## src/rtl/verificador_paridad_serie_if.sv

```systemverilog
// Purpose: bus bundle between the XOR stage, the serial parity checker and
//          the downstream consumer.
// Signals: EntradaValida/EntradaBit/InicioTrama (serial side, into the checker),
//          DatoSalida/SalidaValida/ErrorParidad/ContadorErrores/Ocupado (report side),
//          ContadorAbortos only when VERIFICADOR_PARIDAD_ABORTOS_EN is defined.
// Modports: slave = checker, master = producer/consumer environment.
interface verificador_paridad_serie_if #(
  parameter int unsigned ANCHO_DATOS    = 8,
  parameter int unsigned ANCHO_CONTADOR = 8
);
  logic                      EntradaValida;
  logic                      EntradaBit;
  logic                      InicioTrama;
  logic [ANCHO_DATOS-1:0]    DatoSalida;
  logic                      SalidaValida;
  logic                      ErrorParidad;
  logic [ANCHO_CONTADOR-1:0] ContadorErrores;
  logic                      Ocupado;
`ifdef VERIFICADOR_PARIDAD_ABORTOS_EN
  logic [ANCHO_CONTADOR-1:0] ContadorAbortos;
`endif

  modport slave (
    input  EntradaValida, EntradaBit, InicioTrama,
    output DatoSalida, SalidaValida, ErrorParidad, ContadorErrores, Ocupado
`ifdef VERIFICADOR_PARIDAD_ABORTOS_EN
    , output ContadorAbortos
`endif
  );

  modport master (
    output EntradaValida, EntradaBit, InicioTrama,
    input  DatoSalida, SalidaValida, ErrorParidad, ContadorErrores, Ocupado
`ifdef VERIFICADOR_PARIDAD_ABORTOS_EN
    , input ContadorAbortos
`endif
  );
endinterface

```

## src/rtl/verificador_paridad_serie.sv

```systemverilog
// Purpose: serial parity checker. Deserialises ANCHO_DATOS data bits (LSB
//          first) plus one parity bit, reports the word with a one-cycle
//          SalidaValida pulse, flags parity mismatches and keeps a saturating
//          count of erroneous frames.
// Ports:   Reloj  - clock, rising edge
//          Reset  - asynchronous, active-high
//          bus    - verificador_paridad_serie_if.slave (serial input, report outputs)
// Option:  VERIFICADOR_PARIDAD_ABORTOS_EN adds a saturating ContadorAbortos
//          output counting frames discarded by a new InicioTrama.
module verificador_paridad_serie #(
  parameter int unsigned ANCHO_DATOS    = 8,
  parameter int unsigned ANCHO_CONTADOR = 8,
  parameter int unsigned PARIDAD_IMPAR  = 0
) (
  input  logic                           Reloj,
  input  logic                           Reset,
  verificador_paridad_serie_if.slave     bus
);

  localparam int unsigned ANCHO_CUENTA = $clog2(ANCHO_DATOS + 1);
  localparam logic        BIT_IMPAR    = 1'(PARIDAD_IMPAR);
  localparam logic [ANCHO_CONTADOR-1:0] CONT_MAX = {ANCHO_CONTADOR{1'b1}};

  typedef enum logic [1:0] {
    REPOSO  = 2'd0,
    DATOS   = 2'd1,
    PARIDAD = 2'd2
  } estado_t;

  estado_t                   estado_q, estado_d;
  logic [ANCHO_DATOS-1:0]    desp_q, desp_d;
  logic [ANCHO_CUENTA-1:0]   cuenta_q, cuenta_d;
  logic                      acc_q, acc_d;
  logic [ANCHO_DATOS-1:0]    dato_q, dato_d;
  logic                      valida_q, valida_d;
  logic                      error_q, error_d;
  logic [ANCHO_CONTADOR-1:0] cont_err_q, cont_err_d;
  logic                      ocupado_q, ocupado_d;
  logic                      err_c;
`ifdef VERIFICADOR_PARIDAD_ABORTOS_EN
  logic [ANCHO_CONTADOR-1:0] cont_ab_q, cont_ab_d;
`endif

  // State and output registers
  always_ff @(posedge Reloj or posedge Reset) begin
    if (Reset) begin
      estado_q   <= REPOSO;
      desp_q     <= '0;
      cuenta_q   <= '0;
      acc_q      <= 1'b0;
      dato_q     <= '0;
      valida_q   <= 1'b0;
      error_q    <= 1'b0;
      cont_err_q <= '0;
      ocupado_q  <= 1'b0;
`ifdef VERIFICADOR_PARIDAD_ABORTOS_EN
      cont_ab_q  <= '0;
`endif
    end else begin
      estado_q   <= estado_d;
      desp_q     <= desp_d;
      cuenta_q   <= cuenta_d;
      acc_q      <= acc_d;
      dato_q     <= dato_d;
      valida_q   <= valida_d;
      error_q    <= error_d;
      cont_err_q <= cont_err_d;
      ocupado_q  <= ocupado_d;
`ifdef VERIFICADOR_PARIDAD_ABORTOS_EN
      cont_ab_q  <= cont_ab_d;
`endif
    end
  end

  // Next-state and next-output logic
  always_comb begin
    estado_d   = estado_q;
    desp_d     = desp_q;
    cuenta_d   = cuenta_q;
    acc_d      = acc_q;
    dato_d     = dato_q;
    valida_d   = 1'b0;
    error_d    = error_q;
    cont_err_d = cont_err_q;
    err_c      = acc_q ^ bus.EntradaBit ^ BIT_IMPAR;
`ifdef VERIFICADOR_PARIDAD_ABORTOS_EN
    cont_ab_d  = cont_ab_q;
`endif

    if (bus.EntradaValida) begin
      if (bus.InicioTrama) begin
        // A start marker always (re)starts a frame; mid-frame it is an abort.
        // Bits enter at the MSB and shift down, so after ANCHO_DATOS bits the
        // first one sits at bit 0.
        estado_d = DATOS;
        desp_d   = {bus.EntradaBit, (ANCHO_DATOS-1)'(0)};
        acc_d    = bus.EntradaBit;
        cuenta_d = ANCHO_CUENTA'(1);
`ifdef VERIFICADOR_PARIDAD_ABORTOS_EN
        if ((estado_q != REPOSO) && (cont_ab_q != CONT_MAX))
          cont_ab_d = cont_ab_q + ANCHO_CONTADOR'(1);
`endif
      end else begin
        case (estado_q)
          DATOS: begin
            desp_d   = {bus.EntradaBit, desp_q[ANCHO_DATOS-1:1]};
            acc_d    = acc_q ^ bus.EntradaBit;
            cuenta_d = cuenta_q + ANCHO_CUENTA'(1);
            if (cuenta_q == ANCHO_CUENTA'(ANCHO_DATOS - 1))
              estado_d = PARIDAD;
          end
          PARIDAD: begin
            estado_d = REPOSO;
            valida_d = 1'b1;
            dato_d   = desp_q;
            error_d  = err_c;
            cuenta_d = '0;
            acc_d    = 1'b0;
            if (err_c && (cont_err_q != CONT_MAX))
              cont_err_d = cont_err_q + ANCHO_CONTADOR'(1);
          end
          default: ;  // REPOSO: bits without a start marker are dropped
        endcase
      end
    end

    ocupado_d = (estado_d != REPOSO);
  end

  assign bus.DatoSalida      = dato_q;
  assign bus.SalidaValida    = valida_q;
  assign bus.ErrorParidad    = error_q;
  assign bus.ContadorErrores = cont_err_q;
  assign bus.Ocupado         = ocupado_q;
`ifdef VERIFICADOR_PARIDAD_ABORTOS_EN
  assign bus.ContadorAbortos = cont_ab_q;
`endif

endmodule

```

## src/flat_wrapper.sv

```systemverilog
// flat-port wrapper written by rule: the top's interface ports become plain ports
module verificador_paridad_serie_flat 
#(
  parameter int unsigned ANCHO_DATOS    = 8,
  parameter int unsigned ANCHO_CONTADOR = 8,
  parameter int unsigned PARIDAD_IMPAR  = 0
)
  (Reloj, Reset, bus_EntradaValida, bus_EntradaBit, bus_InicioTrama, bus_DatoSalida, bus_SalidaValida, bus_ErrorParidad, bus_ContadorErrores, bus_Ocupado);
  verificador_paridad_serie_if #(.ANCHO_DATOS(ANCHO_DATOS), .ANCHO_CONTADOR(ANCHO_CONTADOR)) bus_i ();
  input  logic Reloj;
  input  logic Reset;
  input wire logic [$bits(bus_i.EntradaValida)-1:0] bus_EntradaValida;
  input wire logic [$bits(bus_i.EntradaBit)-1:0] bus_EntradaBit;
  input wire logic [$bits(bus_i.InicioTrama)-1:0] bus_InicioTrama;
  output wire logic [$bits(bus_i.DatoSalida)-1:0] bus_DatoSalida;
  output wire logic [$bits(bus_i.SalidaValida)-1:0] bus_SalidaValida;
  output wire logic [$bits(bus_i.ErrorParidad)-1:0] bus_ErrorParidad;
  output wire logic [$bits(bus_i.ContadorErrores)-1:0] bus_ContadorErrores;
  output wire logic [$bits(bus_i.Ocupado)-1:0] bus_Ocupado;
  assign bus_i.EntradaValida = bus_EntradaValida;
  assign bus_i.EntradaBit = bus_EntradaBit;
  assign bus_i.InicioTrama = bus_InicioTrama;
  assign bus_DatoSalida = bus_i.DatoSalida;
  assign bus_SalidaValida = bus_i.SalidaValida;
  assign bus_ErrorParidad = bus_i.ErrorParidad;
  assign bus_ContadorErrores = bus_i.ContadorErrores;
  assign bus_Ocupado = bus_i.Ocupado;
  verificador_paridad_serie #(.ANCHO_DATOS(ANCHO_DATOS), .ANCHO_CONTADOR(ANCHO_CONTADOR), .PARIDAD_IMPAR(PARIDAD_IMPAR)) u_core (.Reloj(Reloj), .Reset(Reset), .bus(bus_i));
endmodule
```

## config.mk

```make
export PLATFORM = sky130hd
export DESIGN_NAME = verificador_paridad_serie_flat
export DESIGN_NICKNAME = d
export VERILOG_FILES = /design/src/rtl/verificador_paridad_serie_if.sv /design/src/rtl/verificador_paridad_serie.sv /design/src/flat_wrapper.sv
export SDC_FILE = /design/constraint.sdc
export NUM_CORES = 1
export LEC_CHECK = 0
export BUFFER_PORTS_ARGS = -buffer_cell sky130_fd_sc_hd__buf_2
export CAP_MARGIN = 30
export CORE_UTILIZATION = 35
export CTS_CLUSTER_DIAMETER = 80
export DETAILED_ROUTE_END_ITERATION = 6
export GPL_TIMING_DRIVEN = 0
export HOLD_SLACK_MARGIN = 0.06
export PLACE_DENSITY = 0.62
export SYNTH_ARGS = -nofsm -noshare
export SYNTH_HDL_FRONTEND = slang
export SYNTH_SLANG_ARGS = --single-unit
```

## constraint.sdc

```tcl
create_clock -name Reloj -period 2.8 [get_ports Reloj]
set_input_delay 0.7 -clock Reloj [delete_from_list [all_inputs] [get_ports Reloj]]
set_output_delay 0.7 -clock Reloj [all_outputs]
set_load 0.1 [all_outputs]
```

==> flow_metrics.env <==
export IMPL_period_minus_slack_ns=1.90
export IMPL_finalNetCount=191
export IMPL_max_slew_margin_pct=61.4
export IMPL_worst_slew_pin_slew_ns=0.578
export IMPL_max_stage_delay_ns=0.47
export IMPL_row_count=23
export IMPL_cp_end_kind="output pin"
export IMPL_ys_warn_count=0
export IMPL_clock_latency_ns=0.28
export IMPL_rsz0062_at_grt="no"
export IMPL_synth_async_reset_ratio_pct=100
export IMPL_syn_avg_cell_area_um2=10.2
export IMPL_path_delay_family="buffers and inverters"
export IMPL_io_pin_count=24
export IMPL_grt_pass1_vias=1207
export IMPL_synth_nets=161
export IMPL_area_delta_synth_final_pct=20.1
export IMPL_coreArea_um2=4120
export IMPL_cp_slowest_cell="buf_2"
export IMPL_maxSlewViolCount=0
export IMPL_grt_max_degree=24
export IMPL_overflow=0
export IMPL_post_cts_buffers=0
export IMPL_die_width_um=68.6
export IMPL_path_buf_inv=1
export IMPL_syn_inst=152
export IMPL_vias=1184
export IMPL_post_route_period_util_pct=67.8
export IMPL_final_cell_mix="34 x dfrtp_1, 33 x nand2_1, 23 x buf_2, 11 x o21ai_0, 8 x nor2_1"
export IMPL_start_util_pct=37.7
export IMPL_design_area_um2=1870
export IMPL_wl_per_cell_um=13.1
export IMPL_portBuffers=22
export IMPL_synth_area_um2=1550
export IMPL_synth_seq_cells=34
export IMPL_status="finished, final reports clean"
export IMPL_hold_buffers=0
export IMPL_clk_pin_slew_ns=0.07
export IMPL_holdWs_ns=0.471
export IMPL_synth_edf_count=0
export IMPL_drc=0
export IMPL_grt_first_pass_wirelength_um=5290
export IMPL_power_static_leakage_nw=0.959
export IMPL_final_hold_viol_count=0
export IMPL_fin_cells=232
export IMPL_final_common_cell="dfrtp_1"
export IMPL_via_per_inst=5.10
export IMPL_critPathMaxFanout=7
export IMPL_cts_repair_resized=0
export IMPL_cts_made_buffers=5
export IMPL_antenna_found_initial=0
export IMPL_cts_tree="built"
export IMPL_ir_drop_mv=0.468
export IMPL_root_buffer="clkbuf_8"
export IMPL_dp_cells=225
export IMPL_cts_max_level=2
export IMPL_finClkSkew_ns=0.00682
export IMPL_dp_hpwl_um=2200
export IMPL_setup_ws_ns=0.902
export IMPL_die_y_um=68.6
export IMPL_fmax_mhz=527
export IMPL_dpl_cell_area_um2=1750
export IMPL_synthFlopType="dfrtp_1"
export IMPL_critPathLaunchType="flip-flop"
export IMPL_p_per_area_nw_per_um2=733
export IMPL_setup_viol=0
export IMPL_place_congestion=0.738
export IMPL_dr_pass1_iters=4
export IMPL_n_antenna_cell=0
export IMPL_drt_iter0_drc=52
export IMPL_critical_path_class="reg2out"
export IMPL_fin_util_pct=45.3
export IMPL_power_mw=1.37
export IMPL_hold_path_class="in2async"
export IMPL_synth_distinct_cells=36
export IMPL_fin_setup_tns_ns=0
export IMPL_dieArea_um2=4710
export IMPL_post_place_ws_ns=0.956
export IMPL_cts_sinks=34
export IMPL_wirelength_um=3040
export IMPL_groute_usage_overall_pct=15.4
export IMPL_cp_arrival_ns=1.20
export IMPL_cp_required_ns=2.10
export IMPL_crit_chain="buf_2"
export IMPL_clk_path_buf_depth=2
export IMPL_drv_cap=0
export IMPL_drtAntennaViolNets=0
export IMPL_drive_gt1_share_pct=20.3
export IMPL_ys_seq_area_share_pct=54.8
synth_stat cells, types with 2 or more instances:
master,number,share of area (%)
a22o_1,7,3.9
and4_1,2,1.1
xnor2_1,5,2.8
o21ai_0,11,3.5
ha_1,4,3.2
inv_1,6,1.5
a21oi_1,6,1.9
dfrtp_1,34,55
o21a_1,2,0.97
nor2_1,8,1.9
clkbuf_1,3,0.73
nand4_1,5,2.0
nor3b_1,2,0.97
nand2_1,33,8.0
nand3_1,3,0.97
sequential cells by signal, summed over array words and instances, names as in the netlist:
name                        cells
u_core.acc_q                    1
u_core.bus.ErrorParidad         1
u_core.bus.Ocupado              1
u_core.bus.DatoSalida           8
u_core.bus.ContadorErrores      8
u_core.bus.SalidaValida         1
u_core.cuenta_q                 4
u_core.estado_q                 2
u_core.desp_q                   8
routing by layer:
metal | part of all wire [%] | global-route usage, % | up-vias | wire [um]
met5 | 0 | 0 | - | 0
met4 | 0.59 | 6.25 | 0 | 18
met3 | 4.6 | 3.95 | 2 | 141
met2 | 48 | 25.7 | 28 | 1470
met1 | 46 | 18.7 | 561 | 1410
li1 | - | - | 593 | -
area by class of cell:
class / instances / area (um2)
Fill cell: 396 / 2250
Clock buffer: 6 / 82.6
Clock inverter: 1 / 30.0
Inverter: 7 / 26.3
Tap cell: 50 / 62.6
Multi-Input combinational cell: 107 / 659
Sequential cell: 34 / 851
Buffer: 4 / 16.3
Timing Repair Buffer: 23 / 138
path summary, 6_finish.rpt:
check | cells past startpoint | startpoint | endpoint | slack, ns
min | 2 | Reset | u_core.bus.ContadorErrores[1] | 0.47
max reg2reg | 6 | u_core.estado_q[0] | u_core.bus.ContadorErrores[1] | 1.07
max | 1 | u_core.bus.ContadorErrores[4] | bus_ContadorErrores[4] | 0.90
min reg2reg | 2 | u_core.bus.DatoSalida[3] | u_core.bus.DatoSalida[3] | 0.47
max in group asynchronous | 3 | Reset | u_core.bus.DatoSalida[4] | 1.81
min in group Reloj | 2 | u_core.bus.DatoSalida[3] | u_core.bus.DatoSalida[3] | 0.47
cell families (layout without fill, tap and decap cells):
logic type,count (synthesis),after routing,share of synthesized area (%)
simple gates,60,60,19.4
compound gates,35,35,14.7
flops,34,34,54.8
fa+ha+maj,4,4,3.22
xor+xnor,5,5,2.82
buf+inv,11,41,2.74
mux,3,3,2.34
where the power goes:
| part | internal (mW) | switching [mW] | total, mW |
|---|---|---|---|
| clock network | 0.285 | 0.170 | 0.454 |
| registers | 0.548 | 0.0477 | 0.596 |
| logic | 0.0938 | 0.223 | 0.316 |
Power figures use the tool's default switching activity.
